<file path="config.mk">
export PLATFORM = sky130hd
export DESIGN_NAME = gnr_attractor_ctrl
export DESIGN_NICKNAME = d
export VERILOG_FILES = /design/src/rtl/gnr_ctrl_pkg.sv /design/src/rtl/gnr_vec_cmp.sv /design/src/rtl/gnr_attractor_ctrl.sv
export SDC_FILE = /design/constraint.sdc
export NUM_CORES = 1
export LEC_CHECK = 0
export CORE_AREA = 2 2 85 87
export DETAILED_ROUTE_END_ITERATION = 16
export DIE_AREA = 0 0 87 89
export PLACE_DENSITY = 0.78
export SLEW_MARGIN = 25
export SYNTH_ARGS = -nofsm -noshare
export SYNTH_HDL_FRONTEND = slang
export SYNTH_SLANG_ARGS = --single-unit
export TNS_END_PERCENT = 5
</file>
<file path="constraint.sdc">
create_clock -name clk -period 3.4 [get_ports clk]
set_input_delay 1.02 -clock clk [delete_from_list [all_inputs] [get_ports clk]]
set_output_delay 1.02 -clock clk [all_outputs]
set_load 0.02 [all_outputs]
</file>
<file path="src/rtl/gnr_ctrl_pkg.sv">
// Shared types and helpers for the gene-network attractor sequencer.
// The TRANS state is only reachable when GNR_TRANSIENT_EN is defined.
package gnr_ctrl_pkg;

    localparam int unsigned CNT_W_DEF = 16;

    typedef enum logic [2:0] {
        IDLE,
        INIT,
        MEET,
        PERIOD,
        TRANS,
        DONE
    } state_t;

    typedef enum logic [1:0] {
        TR_RST,
        TR_LEAD,
        TR_WALK
    } trans_phase_t;

    // True when one more step would take the counter to the limit.
    // Counters are at most 32 bits wide.
    function automatic logic at_limit(input logic [31:0] cnt, input logic [31:0] lim);
        return (lim == 32'd0) || (cnt >= lim - 32'd1);
    endfunction

endpackage

</file>
<file path="src/rtl/gnr_vec_cmp.sv">
// Tortoise/hare equality with step-count qualifiers (minimum count, even-only).
// Operands are the nodes' own registered outputs, so the hit is usable as a Mealy decision.
module gnr_vec_cmp
    import gnr_ctrl_pkg::*;
#(
    parameter int unsigned N_NODES = 8,
    parameter int unsigned CNT_W   = CNT_W_DEF
) (
    input  logic [N_NODES-1:0] i_a,
    input  logic [N_NODES-1:0] i_b,
    input  logic [CNT_W-1:0]   i_cnt,
    input  logic [CNT_W-1:0]   i_min,
    input  logic               i_need_even,
    output logic               o_eq,
    output logic               o_hit
);

    logic [N_NODES-1:0] w_diff;

    for (genvar gi = 0; gi < N_NODES; gi++) begin : g_bit
        assign w_diff[gi] = i_a[gi] ^ i_b[gi];
    end

    assign o_eq  = ~|w_diff;
    assign o_hit = o_eq && (i_cnt >= i_min) && (!i_need_even || !i_cnt[0]);

endmodule

</file>
<file path="src/rtl/gnr_attractor_ctrl.sv">
// Floyd cycle-detection sequencer driving a Boolean gene-network node array.
// Define GNR_TRANSIENT_EN to add the transient-length phase and res_transient output.
module gnr_attractor_ctrl
    import gnr_ctrl_pkg::*;
#(
    parameter int unsigned N_NODES   = 8,
    parameter int unsigned CNT_W     = CNT_W_DEF,
    parameter int unsigned MAX_STEPS = 32'hFFFF
) (
    input  logic               clk,
    input  logic               rst,
    input  logic               start,
    input  logic [N_NODES-1:0] init_in,
    input  logic [N_NODES-1:0] s0_vec,
    input  logic [N_NODES-1:0] s1_vec,
    output logic               reset_nos,
    output logic               start_s0,
    output logic               start_s1,
    output logic [N_NODES-1:0] init_state,
    output logic               busy,
    output logic               res_valid,
    input  logic               res_ready,
    output logic               res_timeout,
    output logic [CNT_W-1:0]   res_meet,
    output logic [CNT_W-1:0]   res_period,
`ifdef GNR_TRANSIENT_EN
    output logic [CNT_W-1:0]   res_transient,
`endif
    output logic [N_NODES-1:0] res_state
);

    localparam logic [CNT_W-1:0] CNT_ONE = {{(CNT_W-1){1'b0}}, 1'b1};
    localparam logic [CNT_W-1:0] CNT_TWO = CNT_ONE + CNT_ONE;

    state_t             r_state, w_state_next;
    logic [CNT_W-1:0]   r_cnt, w_cnt_next;
    logic [N_NODES-1:0] r_init, w_init_next;
    logic [N_NODES-1:0] r_res_state, w_res_state_next;
    logic [CNT_W-1:0]   r_meet, w_meet_next;
    logic [CNT_W-1:0]   r_period, w_period_next;
    logic               r_timeout, w_timeout_next;
    logic [CNT_W-1:0]   w_cmp_min;
    logic               w_cmp_even;
    logic               w_eq;
    logic               w_hit;
    logic               w_lim;
`ifdef GNR_TRANSIENT_EN
    trans_phase_t       r_phase, w_phase_next;
    logic [CNT_W-1:0]   r_transient, w_transient_next;
`endif

    gnr_vec_cmp #(
        .N_NODES (N_NODES),
        .CNT_W   (CNT_W)
    ) u_cmp (
        .i_a         (s0_vec),
        .i_b         (s1_vec),
        .i_cnt       (r_cnt),
        .i_min       (w_cmp_min),
        .i_need_even (w_cmp_even),
        .o_eq        (w_eq),
        .o_hit       (w_hit)
    );

    assign w_lim = at_limit(32'(r_cnt), 32'(MAX_STEPS));

    // MEET needs k even and >=2; PERIOD any p>=1; the transient walk checks even counts from 0.
    always_comb begin
        w_cmp_min  = '0;
        w_cmp_even = 1'b1;
        case (r_state)
            MEET:   w_cmp_min = CNT_TWO;
            PERIOD: begin
                w_cmp_min  = CNT_ONE;
                w_cmp_even = 1'b0;
            end
            default: ;
        endcase
    end

    always_comb begin
        w_state_next     = r_state;
        w_cnt_next       = r_cnt;
        w_init_next      = r_init;
        w_res_state_next = r_res_state;
        w_meet_next      = r_meet;
        w_period_next    = r_period;
        w_timeout_next   = r_timeout;
`ifdef GNR_TRANSIENT_EN
        w_phase_next     = r_phase;
        w_transient_next = r_transient;
`endif
        reset_nos        = 1'b0;
        start_s0         = 1'b0;
        start_s1         = 1'b0;
        case (r_state)
            IDLE: begin
                if (start) begin
                    w_init_next      = init_in;
                    w_res_state_next = '0;
                    w_meet_next      = '0;
                    w_period_next    = '0;
                    w_timeout_next   = 1'b0;
`ifdef GNR_TRANSIENT_EN
                    w_transient_next = '0;
`endif
                    w_state_next     = INIT;
                end
            end
            INIT: begin
                reset_nos    = 1'b1;
                w_cnt_next   = '0;
                w_state_next = MEET;
            end
            MEET: begin
                if (w_hit) begin
                    w_meet_next      = r_cnt >> 1;
                    w_res_state_next = s0_vec;
                    w_cnt_next       = '0;
                    w_state_next     = PERIOD;
                end else begin
                    start_s0 = 1'b1;
                    start_s1 = 1'b1;
                    if (w_lim) begin
                        w_timeout_next = 1'b1;
                        w_state_next   = DONE;
                    end else begin
                        w_cnt_next = r_cnt + CNT_ONE;
                    end
                end
            end
            PERIOD: begin
                if (w_hit) begin
                    w_period_next = r_cnt;
                    w_cnt_next    = '0;
`ifdef GNR_TRANSIENT_EN
                    w_phase_next  = TR_RST;
                    w_state_next  = TRANS;
`else
                    w_state_next  = DONE;
`endif
                end else begin
                    start_s1 = 1'b1;
                    if (w_lim) begin
                        w_timeout_next   = 1'b1;
                        w_meet_next      = '0;
                        w_res_state_next = '0;
                        w_state_next     = DONE;
                    end else begin
                        w_cnt_next = r_cnt + CNT_ONE;
                    end
                end
            end
`ifdef GNR_TRANSIENT_EN
            // Both copies restart at init; the hare is first led one period ahead,
            // then both walk in lockstep until they coincide at the attractor entry.
            TRANS: begin
                case (r_phase)
                    TR_RST: begin
                        reset_nos    = 1'b1;
                        w_cnt_next   = '0;
                        w_phase_next = TR_LEAD;
                    end
                    TR_LEAD: begin
                        start_s1 = 1'b1;
                        if (r_cnt == r_period - CNT_ONE) begin
                            w_cnt_next   = '0;
                            w_phase_next = TR_WALK;
                        end else begin
                            w_cnt_next = r_cnt + CNT_ONE;
                        end
                    end
                    default: begin
                        if (w_hit) begin
                            w_transient_next = r_cnt >> 1;
                            w_state_next     = DONE;
                        end else begin
                            start_s0 = 1'b1;
                            start_s1 = ~r_cnt[0];
                            if (w_lim) begin
                                w_timeout_next   = 1'b1;
                                w_meet_next      = '0;
                                w_period_next    = '0;
                                w_res_state_next = '0;
                                w_state_next     = DONE;
                            end else begin
                                w_cnt_next = r_cnt + CNT_ONE;
                            end
                        end
                    end
                endcase
            end
`endif
            DONE: begin
                if (res_ready) begin
                    w_state_next = IDLE;
                end
            end
            default: w_state_next = IDLE;
        endcase
    end

    always_ff @(posedge clk) begin
        if (rst) begin
            r_state     <= IDLE;
            r_cnt       <= '0;
            r_init      <= '0;
            r_res_state <= '0;
            r_meet      <= '0;
            r_period    <= '0;
            r_timeout   <= 1'b0;
`ifdef GNR_TRANSIENT_EN
            r_phase     <= TR_RST;
            r_transient <= '0;
`endif
        end else begin
            r_state     <= w_state_next;
            r_cnt       <= w_cnt_next;
            r_init      <= w_init_next;
            r_res_state <= w_res_state_next;
            r_meet      <= w_meet_next;
            r_period    <= w_period_next;
            r_timeout   <= w_timeout_next;
`ifdef GNR_TRANSIENT_EN
            r_phase     <= w_phase_next;
            r_transient <= w_transient_next;
`endif
        end
    end

    assign init_state  = r_init;
    assign busy        = (r_state != IDLE) && (r_state != DONE);
    assign res_valid   = (r_state == DONE);
    assign res_timeout = r_timeout;
    assign res_meet    = r_meet;
    assign res_period  = r_period;
    assign res_state   = r_res_state;
`ifdef GNR_TRANSIENT_EN
    assign res_transient = r_transient;
`endif

endmodule
</file>
; Word level (Yosys, flattened, before mapping)
; Cells that the tools add are included.
[totals]
out_inout_bits = 54
input_bits = 28
wordCells = 82
regBits = 68
[op_classes]
n_lt_le_gt_ge = 2
mux = 30
n_eq_ne = 14
n_reduce_logical = 20
add_sub_neg = 1
n_bitwise = 8
[ops]
columns = cell, count
row1 = 2-to-1 mux 16 bit, 7
row2 = case mux 16 bit (2 select lines), 2
row3 = case mux 16 bit (3 select lines), 1
row4 = 2-to-1 mux 8 bit, 4
row5 = case mux 8 bit (3 select lines), 1
row6 = "adder 16 x 1 -> 16 bit, second input constant", 1
row7 = "greater-or-equal comparator 16 bit, second input constant", 1
row8 = greater-or-equal comparator 16 x 2 -> 1 bit, 1
row9 = 2-to-1 mux 3 bit, 5
row10 = case mux 3 bit (5 select lines), 1
row11 = "inequality test 2 x 1 -> 1 bit, second input constant", 4
row12 = "inequality test 2 bit, second input constant", 4
row13 = OR reduction 8 bit, 1
row14 = bitwise XOR 1 bit, 8
row15 = 2-to-1 mux 1 bit, 7
row16 = "equality test 3 x 2 -> 1 bit, second input constant", 2
row17 = AND reduction 2 bit, 3
row18 = nonzero test 2 bit, 3
row19 = nonzero test 3 bit, 2
row20 = AND reduction 5 bit, 1
row21 = case mux 2 bit (2 select lines), 1
row22 = AND reduction 4 bit, 1
row23 = "equality test 3 x 1 -> 1 bit, second input constant", 1
row24 = "equality test 3 bit, second input constant", 1
row25 = other kinds (9), 12

; Logic depth before layout (Yosys ltp)
; Gate-level depths: netlist of run 1.
[logic_depth]
ltp_word = 7
mapped_depth = 14
mapped_depth_nobuf = 10

; Hierarchy
; Synthesis of run 1 repeated with hierarchy kept, for this count alone.
[hier_totals]
cells_unflattened = 379
hier_area_um2 = 3264.4
[modules_own_cells]
columns = mod, instances, seq_area_each_um2, cells_each, area_each_um2
row1 = gnr_attractor_ctrl, 1, 1341.3, 312, 2758.9
row2 = gnr_vec_cmp, 1, 0.0, 67, 505.5

; Worst setup path before layout of run 1
; OpenSTA, ideal clock, no wires.
[synth_timing]
path_kind = register to output
startpoint = reg r_state[1]
endpoint = out start_s1
n_path_buf = 3
path_slack_ns = -0.047
required_ns = 2.380
path_stages_with_launch = 11
t_arrival_ns = 2.427
path_cell_list = dfxtp_1 clkbuf_1 and2b_1 and2_1 buf_2 buf_1 ha_1 nand2b_1 a21oi_2 nor2_8 nor2_1
[synth_via]
elab_chain_len = 7
elab_cells_between_ends = 10
classes_between = order compare (1) / eq/ne (2) / mux (3) / reduce/logical (4)
[synth_rtl]
columns = item, line
row1 = "start, declared", gnr_attractor_ctrl.sv:35  ; state_t r_state, w_state_next;
row2 = "start signal, assigned", gnr_attractor_ctrl.sv:217  ; r_state <= w_state_next;
row3 = equality test 3 x 2 -> 1 bit, "gnr_attractor_ctrl.sv:71, gnr_attractor_ctrl.sv:96"
row4 = case mux 2 bit (2 select lines), gnr_attractor_ctrl.sv:71  ; case (r_state)
row5 = greater-or-equal comparator 16 x 2 -> 1 bit, gnr_vec_cmp.sv:25  ; assign o_hit = o_eq && (i_cnt >= i_min) && (!i_need_even || !i_cnt[0]);
row6 = logical AND 1 bit (2 in a row), gnr_vec_cmp.sv:25
row7 = 2-to-1 mux 1 bit, "gnr_attractor_ctrl.sv:116, gnr_attractor_ctrl.sv:133"
row8 = 2-to-1 mux 1 bit *, -
row9 = "end, declared", gnr_attractor_ctrl.sv:18  ; output logic start_s1,
; Mark *: on every way between the ends. The rest lies on a longest branch, timed or not.

; Worst setup path after layout of run 1
[layout_timing]
startpoint = in s1_vec[0]
endpoint = out start_s1
[layout_via]
elab_chain_len = 7
[layout_rtl]
columns = item, line
row1 = "start, declared", gnr_attractor_ctrl.sv:15  ; input logic [N_NODES-1:0] s1_vec,
row2 = bitwise XOR 1 bit, gnr_vec_cmp.sv:21  ; assign w_diff[gi] = i_a[gi] ^ i_b[gi];
row3 = OR reduction 8 bit, gnr_vec_cmp.sv:24  ; assign o_eq = ~|w_diff;
row4 = logical NOT 1 bit, gnr_vec_cmp.sv:24
row5 = logical AND 1 bit (2 in a row), gnr_vec_cmp.sv:25
row6 = 2-to-1 mux 1 bit, "gnr_attractor_ctrl.sv:116, gnr_attractor_ctrl.sv:133"
row7 = 2-to-1 mux 1 bit, -
; No other way between the ends.

==> results of run 1 <==
## final timing paths
path	depth (start not counted)	slack, ps	endpoint
hold reg to reg	2	450	init_state[3]$_SDFFE_PP0P_
setup reg to reg	11	620	r_state[1]$_SDFFE_PP0P_
hold / removal	2	450	init_state[3]$_SDFFE_PP0P_
setup / recovery	6	40	start_s1
## cells by family (layout without fill, tap and decap cells)
logic type	count (synthesis)	count (layout)	share of synthesized area
AND/OR/NAND/NOR	167	167	0.263
XOR/XNOR	21	21	0.0570
multiplexers	24	24	0.0748
AO/OA/AOI/OAI	54	54	0.111
other	1	1	0.00116
adder cells (fa/ha/maj)	6	6	0.0233
buffers and inverters	34	131	0.0543
flip-flops	67	67	0.416
## power by group through the flow
stage	Sequential (mW)	Clock, mW	Combinational [mW]
after floorplan	0.825	0	0.103
after global placement	0.819	0	0.180
after detailed placement	0.820	0	0.182
after CTS	0.801	0.671	0.177
after global routing	0.802	0.703	0.192
final	0.801	0.655	0.175
## worst register-to-register path, stage by stage, from the launching register on
cell,delay [ps]
dfxtp_1,310
and2b_1,190
and2_1,180
inv_1,80
ha_1,210
or4_4,600
buf_4,170
or3_4,400
buf_4,180
nand2_2,140
nand2_1,80
nor3_1,160
## cell type report
type                    count  area (µm²)  share of cell area
inverters                   5        18.8             0.00428
repair buffers            110        1000               0.229
multi-input cells         273        1720               0.392
flip-flops and latches     67        1340               0.306
clock buffers               9         124              0.0282
clock inverters             7        76.3              0.0174
well taps                  80         100              0.0228
## through the flow
step	hold WS [ps]	setup slack, ps	util
2_1_floorplan	464	-0.494	-
3_3_place_gp	440	-659	0.625
3_5_place_dp	445	-660	0.625
4_1_cts	457	-7.76	0.654
5_1_grt	471	0.216	0.653
6_report	455	40.5	0.653
## metal layers
metal,track usage,vias to the layer above
met5,0,-
met4,0.0710,0
met3,0.0462,14
met2,0.310,88
met1,0.270,1281
li1,-,1431
## repair_timing
item,in CTS,in global routing
gates resized for setup,33,19
pin swaps,11,12
endpoints found under the setup margin,2,2
setup buffers,1,1
## flip-flops by register name, indices dropped and copies added, names as in the netlist
name         count
init_state       8
r_cnt           16
r_state          3
res_meet        15
res_period      16
res_state        8
res_timeout      1
## cell usage in the layout (no fill, tap or decap), types with 4 or more instances in the layout
cell type        synthesis  layout
dfxtp_1                 67      67
clkdlybuf4s50_1          0      62
nand2_1                 61      61
nand2b_1                29      29
buf_4                    3      29
a21oi_1                 27      27
nand3_1                 26      26
mux2i_1                 23      23
xnor2_1                 20      20
nor2_1                  21      19
a21oi_2                 11      11
clkbuf_8                 0       9
clkdlybuf4s15_1          0       8
clkbuf_2                 0       7
ha_1                     6       6
inv_1                    5       5
nor3_1                   4       4
and3_1                   4       4
==> results_tabular.tex, run 1 <==
\begin{tabular}{lr}
\hline
Metric & Value \\
\hline
\multicolumn{2}{l}{\textbf{Global routing}} \\
Largest net degree at the start of global routing & 29 \\
Initial antenna violation count & 0 \\
Total congestion overflow after global routing & 0 \\
Wire length of the first global-routing pass & 12300 µm \\
Vias in the first global route & 2676 \\
Total track usage & 0.198 \\
\multicolumn{2}{l}{\textbf{Clocking}} \\
Clock Pin Slew Worst Setup and Hold Paths & 70 ps \\
Hold buffer count at CTS & 0 \\
CTS Buf Count & 9 \\
CTS Sinks & 67 \\
Clock Root Buffer & clkbuf\_8 \\
TritonCTS clock tree & done \\
Worst-Skew Late Latency & 340 ps \\
H-tree lvl count & 3 \\
Longest Clk Path Bufs & 2 \\
\multicolumn{2}{l}{\textbf{Routing}} \\
Initial drt markers & 129 \\
Mean number of vias per cell & 5.11 \\
DR WL met2 & 3230 µm \\
DR WL met3 & 525 µm \\
Routed length on met1 & 3500 µm \\
Routed wire length per instance & 13.4 µm \\
Antenna Nets Post-Route & 0 \\
Number of iterations in the first detailed-routing pass & 4 \\
DRC violation count after routing & 0 \\
Vias & 2814 \\
Routed wire length & 7370 µm \\
Top routing layer used & met4 \\
\multicolumn{2}{l}{\textbf{STA}} \\
Clock Skew & 7.17 ps \\
Final count of pins violating max slew & 0 \\
Unrepaired setup endpoints after global routing & false \\
Final-layout setup total negative slack & 0 ps \\
Max-Slew Margin vs Limit & 0.573 \\
Pin slew with the least headroom to its limit & 640 ps \\
Maximum clock frequency & 298 MHz \\
Tmin final & 3360 ps \\
Share of the cycle needed by the critical path after routing & 0.988 \\
Setup Viol. Count Final & 0 \\
Fin. Hold Viols & 0 \\
\multicolumn{2}{l}{\textbf{Power and ir drop}} \\
Design internal power & 1.22 mW \\
Sw power & 412 µW \\
VDD IR max & 270 µV \\
Sw Ratio & 0.253 \\
Sequential group share of total power & 0.491 \\
Pwr Total & 1.63 mW \\
Power share of the combinational group & 0.107 \\
Leakage power & 1.63 nW \\
Relative contribution of the clock network to total power & 0.402 \\
Total power density per cell area & 372 nW/µm² \\
\multicolumn{2}{l}{\textbf{Run}} \\
Count of maximum capacitance violations & 0 \\
\multicolumn{2}{l}{\textbf{Floorplanning}} \\
IO Count & 82 \\
Number of cell rows & 30 \\
Die Area & 7740 µm² \\
Starting density of the core & 0.480 \\
Die span in x & 87 µm \\
Die Ht & 89 µm \\
CORE AREA & 6720 µm² \\
\multicolumn{2}{l}{\textbf{Critical path}} \\
Required time reported for the critical path endpoint & 2380 ps \\
R2r startpoint & r\_state[2]\$\_SDFFE\_PP0P\_ \\
Total buffers and inverters traversed by the critical path & 2 \\
CP endpoint kind & output pin \\
Cell chain of the critical path & dlygate4sd2\_1, xor2\_1, or4\_4, nor2\_8, nor2\_4, buf\_6 \\
Worst path slowest cell & or4\_4 \\
Largest fanout of any net on the critical path & 3 \\
Critical Path AT & 2340 ps \\
Critical path class & in -> out \\
Startpoint type of the worst setup path & input port \\
Crit path largest cell delay & 580 ps \\
Largest delay contributor family on the critical path & simple AND/OR/NAND/NOR gates \\
Source of the critical timing path & s1\_vec[0] \\
\multicolumn{2}{l}{\textbf{Placed design}} \\
Total half-perimeter wirelength after legalization and detailed placement & 5390 µm \\
Total of buffers placed on input and output ports & 80 \\
Placed Instances & 533 \\
Post-Place Cell Area & 4200 µm² \\
GPL Wtd Cong & 0.858 \\
\multicolumn{2}{l}{\textbf{Synth}} \\
Top-count cell post-synth & dfxtp\_1 \\
Flip-flop and latch count after synthesis & 67 \\
Synthesized netlist cell count & 374 \\
Share of the synthesized area in the top cell type & 0.416 \\
Mean Syn Cell Area & 8.63 µm² \\
Number of flops mapped to enable cells by yosys & 0 \\
Count of distinct cell types in the synthesized netlist & 47 \\
Cell area after synthesis & 3230 µm² \\
Seq/Total Area, Yosys & 0.416 \\
Count of synthesis-stage warnings from yosys & 0 \\
Library cell with the largest summed area after synthesis & dfxtp\_1 \\
Top flip-flop cell by instance count after synthesis & dfxtp\_1 \\
Total nets after synthesis & 408 \\
Top cell types by occurrence after synthesis & dfxtp\_1 (67), nand2\_1 (61), nand2b\_1 (29), a21oi\_1 (27), nand3\_1 (26) \\
Proportion of synthesized flip-flops having asynchronous set or reset & 0 \\
Ranking of synthesized cells by area & dfxtp\_1 (42\%), mux2i\_1 (7.1\%), nand2\_1 (7.1\%) \\
\multicolumn{2}{l}{\textbf{Layout}} \\
Total number of nets in the final design & 500 \\
Number of fill cells & 564 \\
Total inserted antenna cells & 0 \\
Layout Cells excl Fill & 551 \\
Share of layout cells above drive strength 1 & 0.163 \\
Post-Layout Inst Area & 4390 µm² \\
Area growth, synth to finish & 35.9\% \\
\multicolumn{2}{l}{\textbf{Hold path}} \\
Path type of the worst min-delay path & reg -> reg \\
Launch point of the worst hold path & init\_state[3]\$\_SDFFE\_PP0P\_ \\
\multicolumn{2}{l}{\textbf{Status}} \\
Status & completed \\
\hline
\end{tabular}
(Power assumes the default switching activity.)
==> run 2, diff against run 1 <==
--- a/config.mk
+++ b/config.mk
@@ -8,6 +8,7 @@
 export CORE_AREA = 2 2 85 87
 export DETAILED_ROUTE_END_ITERATION = 16
 export DIE_AREA = 0 0 87 89
+export HOLD_SLACK_MARGIN = 0.03
 export PLACE_DENSITY = 0.78
 export SLEW_MARGIN = 25
 export SYNTH_ARGS = -nofsm -noshare
==> results of run 2 <==
The final DEF is identical to that of run 1; final timing and power are the same.
==> run 3, diff against run 2 <==
--- a/config.mk
+++ b/config.mk
@@ -10,7 +10,7 @@
 export DIE_AREA = 0 0 87 89
 export HOLD_SLACK_MARGIN = 0.03
 export PLACE_DENSITY = 0.78
-export SLEW_MARGIN = 25
+export SLEW_MARGIN = 20
 export SYNTH_ARGS = -nofsm -noshare
 export SYNTH_HDL_FRONTEND = slang
 export SYNTH_SLANG_ARGS = --single-unit
==> results of run 3 <==
The final DEF is identical to that of run 1; final timing and power are the same.
==> variant: new RTL, flow settings as in run 3 <==
`N_NODES` is set to 8 in 2 places; all go to 4.
--- a/src/rtl/gnr_vec_cmp.sv
+++ b/src/rtl/gnr_vec_cmp.sv
@@ -5,3 +5,3 @@
 #(
-    parameter int unsigned N_NODES = 8,
+    parameter int unsigned N_NODES = 4,
     parameter int unsigned CNT_W   = CNT_W_DEF
--- a/src/rtl/gnr_attractor_ctrl.sv
+++ b/src/rtl/gnr_attractor_ctrl.sv
@@ -5,3 +5,3 @@
 #(
-    parameter int unsigned N_NODES   = 8,
+    parameter int unsigned N_NODES   = 4,
     parameter int unsigned CNT_W     = CNT_W_DEF,
Ports: changed (5 resized); port bits go from 82 to 62. The function was not compared with the original's and may differ.
==> variant against run 3 <==
Wire length decreased by 6.3%; via count decreased by 8.5%; setup slack improved by 0.11 ns; sequential cell count decreased by 8; synthesized area decreased by 14%; cell area decreased by 14%; highest routed layer unchanged.
Power is not compared: it rests on default switching activity, and its combinational part moved more than twofold at a synthesized area within 25%.
==> variant: results (changes against run 3) <==
| Metric | Value |
|---|---|
| Multiplexer area fraction after synthesis | `0.0846 (was 0.0748)` |
| Biggest fanout along the worst timing path | `4 (was 3)` |
| Port buffer count | `60 (was 80)` |
| Reg2reg path depth | `12 (was 11)` |
| Clock Skew | `0.00701 ns (was 0.00717 ns)` |
| Xor/xnor share of the synthesized area | `0.0252 (was 0.0570)` |
| Layout cell share with drive strength beyond 1 | `0.143 (was 0.163)` |
| Run status | `finished, final reports clean (unchanged)` |
| Number of DRC markers in iteration 0 | `115 (was 129)` |
| RD Place Congestion | `0.904 (was 0.858)` |
| HP Class | `reg -> reg (unchanged)` |
| Compound-gate portion of the synthesized area | `0.117 (was 0.111)` |
| Slowest cell on the critical path | `sky130_fd_sc_hd__a222oi_1 (was sky130_fd_sc_hd__or4_4)` |
| Delay of the slowest cell on the worst path | `0.31 ns (was 0.58 ns)` |
| Total iterations of the first detailed-routing run | `6 (was 4)` |
| Routed vias/inst | `5.24 (was 5.11)` |
| Clock latency of the later-clocked register in the worst-skew pair | `0.34 ns (about the same)` |
| Routed length per instance | `14.0 µm (was 13.4 µm)` |
| Hpwl dp | `5070 µm (was 5390 µm)` |
| Fillers | `625 (was 564)` |
| Net count of the mapped netlist | `348 (was 408)` |
| Global-route wire length before repair | `11400 µm (was 12300 µm)` |
| Data arrival time of the critical path | `2.23 ns (was 2.34 ns)` |
| Register area share after synthesis | `0.425 (was 0.416)` |
| Drt total wl | `6910 µm (was 7370 µm)` |
| Cell count after synthesis | `326 (was 374)` |
| Ranking of synthesized cells by instance count | `59 x sky130_fd_sc_hd__dfxtp_1, 45 x sky130_fd_sc_hd__nand2_1, 27 x sky130_fd_sc_hd__a21oi_1 (was 67 x sky130_fd_sc_hd__dfxtp_1, 61 x sky130_fd_sc_hd__nand2_1, 29 x sky130_fd_sc_hd__nand2b_1)` |
| Total placed cells including tap cells | `474 (was 533)` |
| Count of unique library cells instantiated by Yosys | `50 (was 47)` |
| Post-synthesis share of cell area spent on full adders, half adders and majority gates | `0.0270 (was 0.0233)` |
==> variant: kinds of logic (layout without fill, tap and decap cells) <==
kind of cell / Yosys count / in the layout
other: 1 / 1
buffers and inverters: 30 / 116
adders and majority gates: 6 / 6
muxes: 23 / 23
AOI/OAI and AO/OA: 53 / 53
xor gates and xnor gates: 8 / 8
and+or+nand+nor: 146 / 146
DFF: 59 / 59
==> variant: stage by stage <==
step / area (µm²) / setup WS [ns]
after floorplan: 2780 / 0.0364
after CTS: 3760 / 0.0106
final: 3770 / 0.147
after detailed placement: 3600 / -0.554
after global routing: 3770 / 0.00817
after global placement: 3600 / -0.538
==> variant: power by group <==
group	total (mW)	internal (mW)	switching (mW)	leakage, nW
clock	0.524	0.261	0.263	0.0812
combinational	0.487	0.216	0.272	0.904
sequential	0.730	0.717	0.0134	0.477
==> variant: worst paths after layout <==
path                                            startpoint                          to  slack [ns]
worst max-delay path                             s1_vec[1]                    start_s1        0.15
worst min register to register  res_period[2]$_SDFFE_PP0P_  res_period[2]$_SDFFE_PP0P_        0.46
worst max register to register     r_state[1]$_SDFFE_PP0P_    res_meet[1]$_SDFFE_PP0P_        0.83
worst min-delay path            res_period[2]$_SDFFE_PP0P_  res_period[2]$_SDFFE_PP0P_        0.46
==> variant: metal layers <==
layer | part of all wire | global-route usage | vias to the layer above
met1 | 0.48 | 0.247 | 1212
met2 | 0.45 | 0.298 | 82
met3 | 0.058 | 0.0693 | 8
li1 | - | - | 1274
met4 | 0.012 | 0.0639 | 0
met5 | 0 | 0 | -
==> variant: worst min-delay path, stage by stage, from the launching register on <==
cell and delay, ns:
sky130_fd_sc_hd__dfxtp_1 0.31, sky130_fd_sc_hd__nand2_1 0.05, sky130_fd_sc_hd__a21oi_1 0.05
==> variant: timing repair <==
item	4_1_cts	5_1_grt
setup buffers	1	1
gates resized for setup	21	1
pin swaps	3	2
setup endpoints to repair	2	2
==> variant: area by class of cell <==
type                            count  share of cell area
Multi-Input combinational cell    237               0.387
Sequential cell                    59               0.313
Timing Repair Buffer               91               0.223
Clock buffer                       13              0.0369
Tap cell                           80              0.0266
Inverter                            9             0.00896
Clock inverter                      3             0.00398
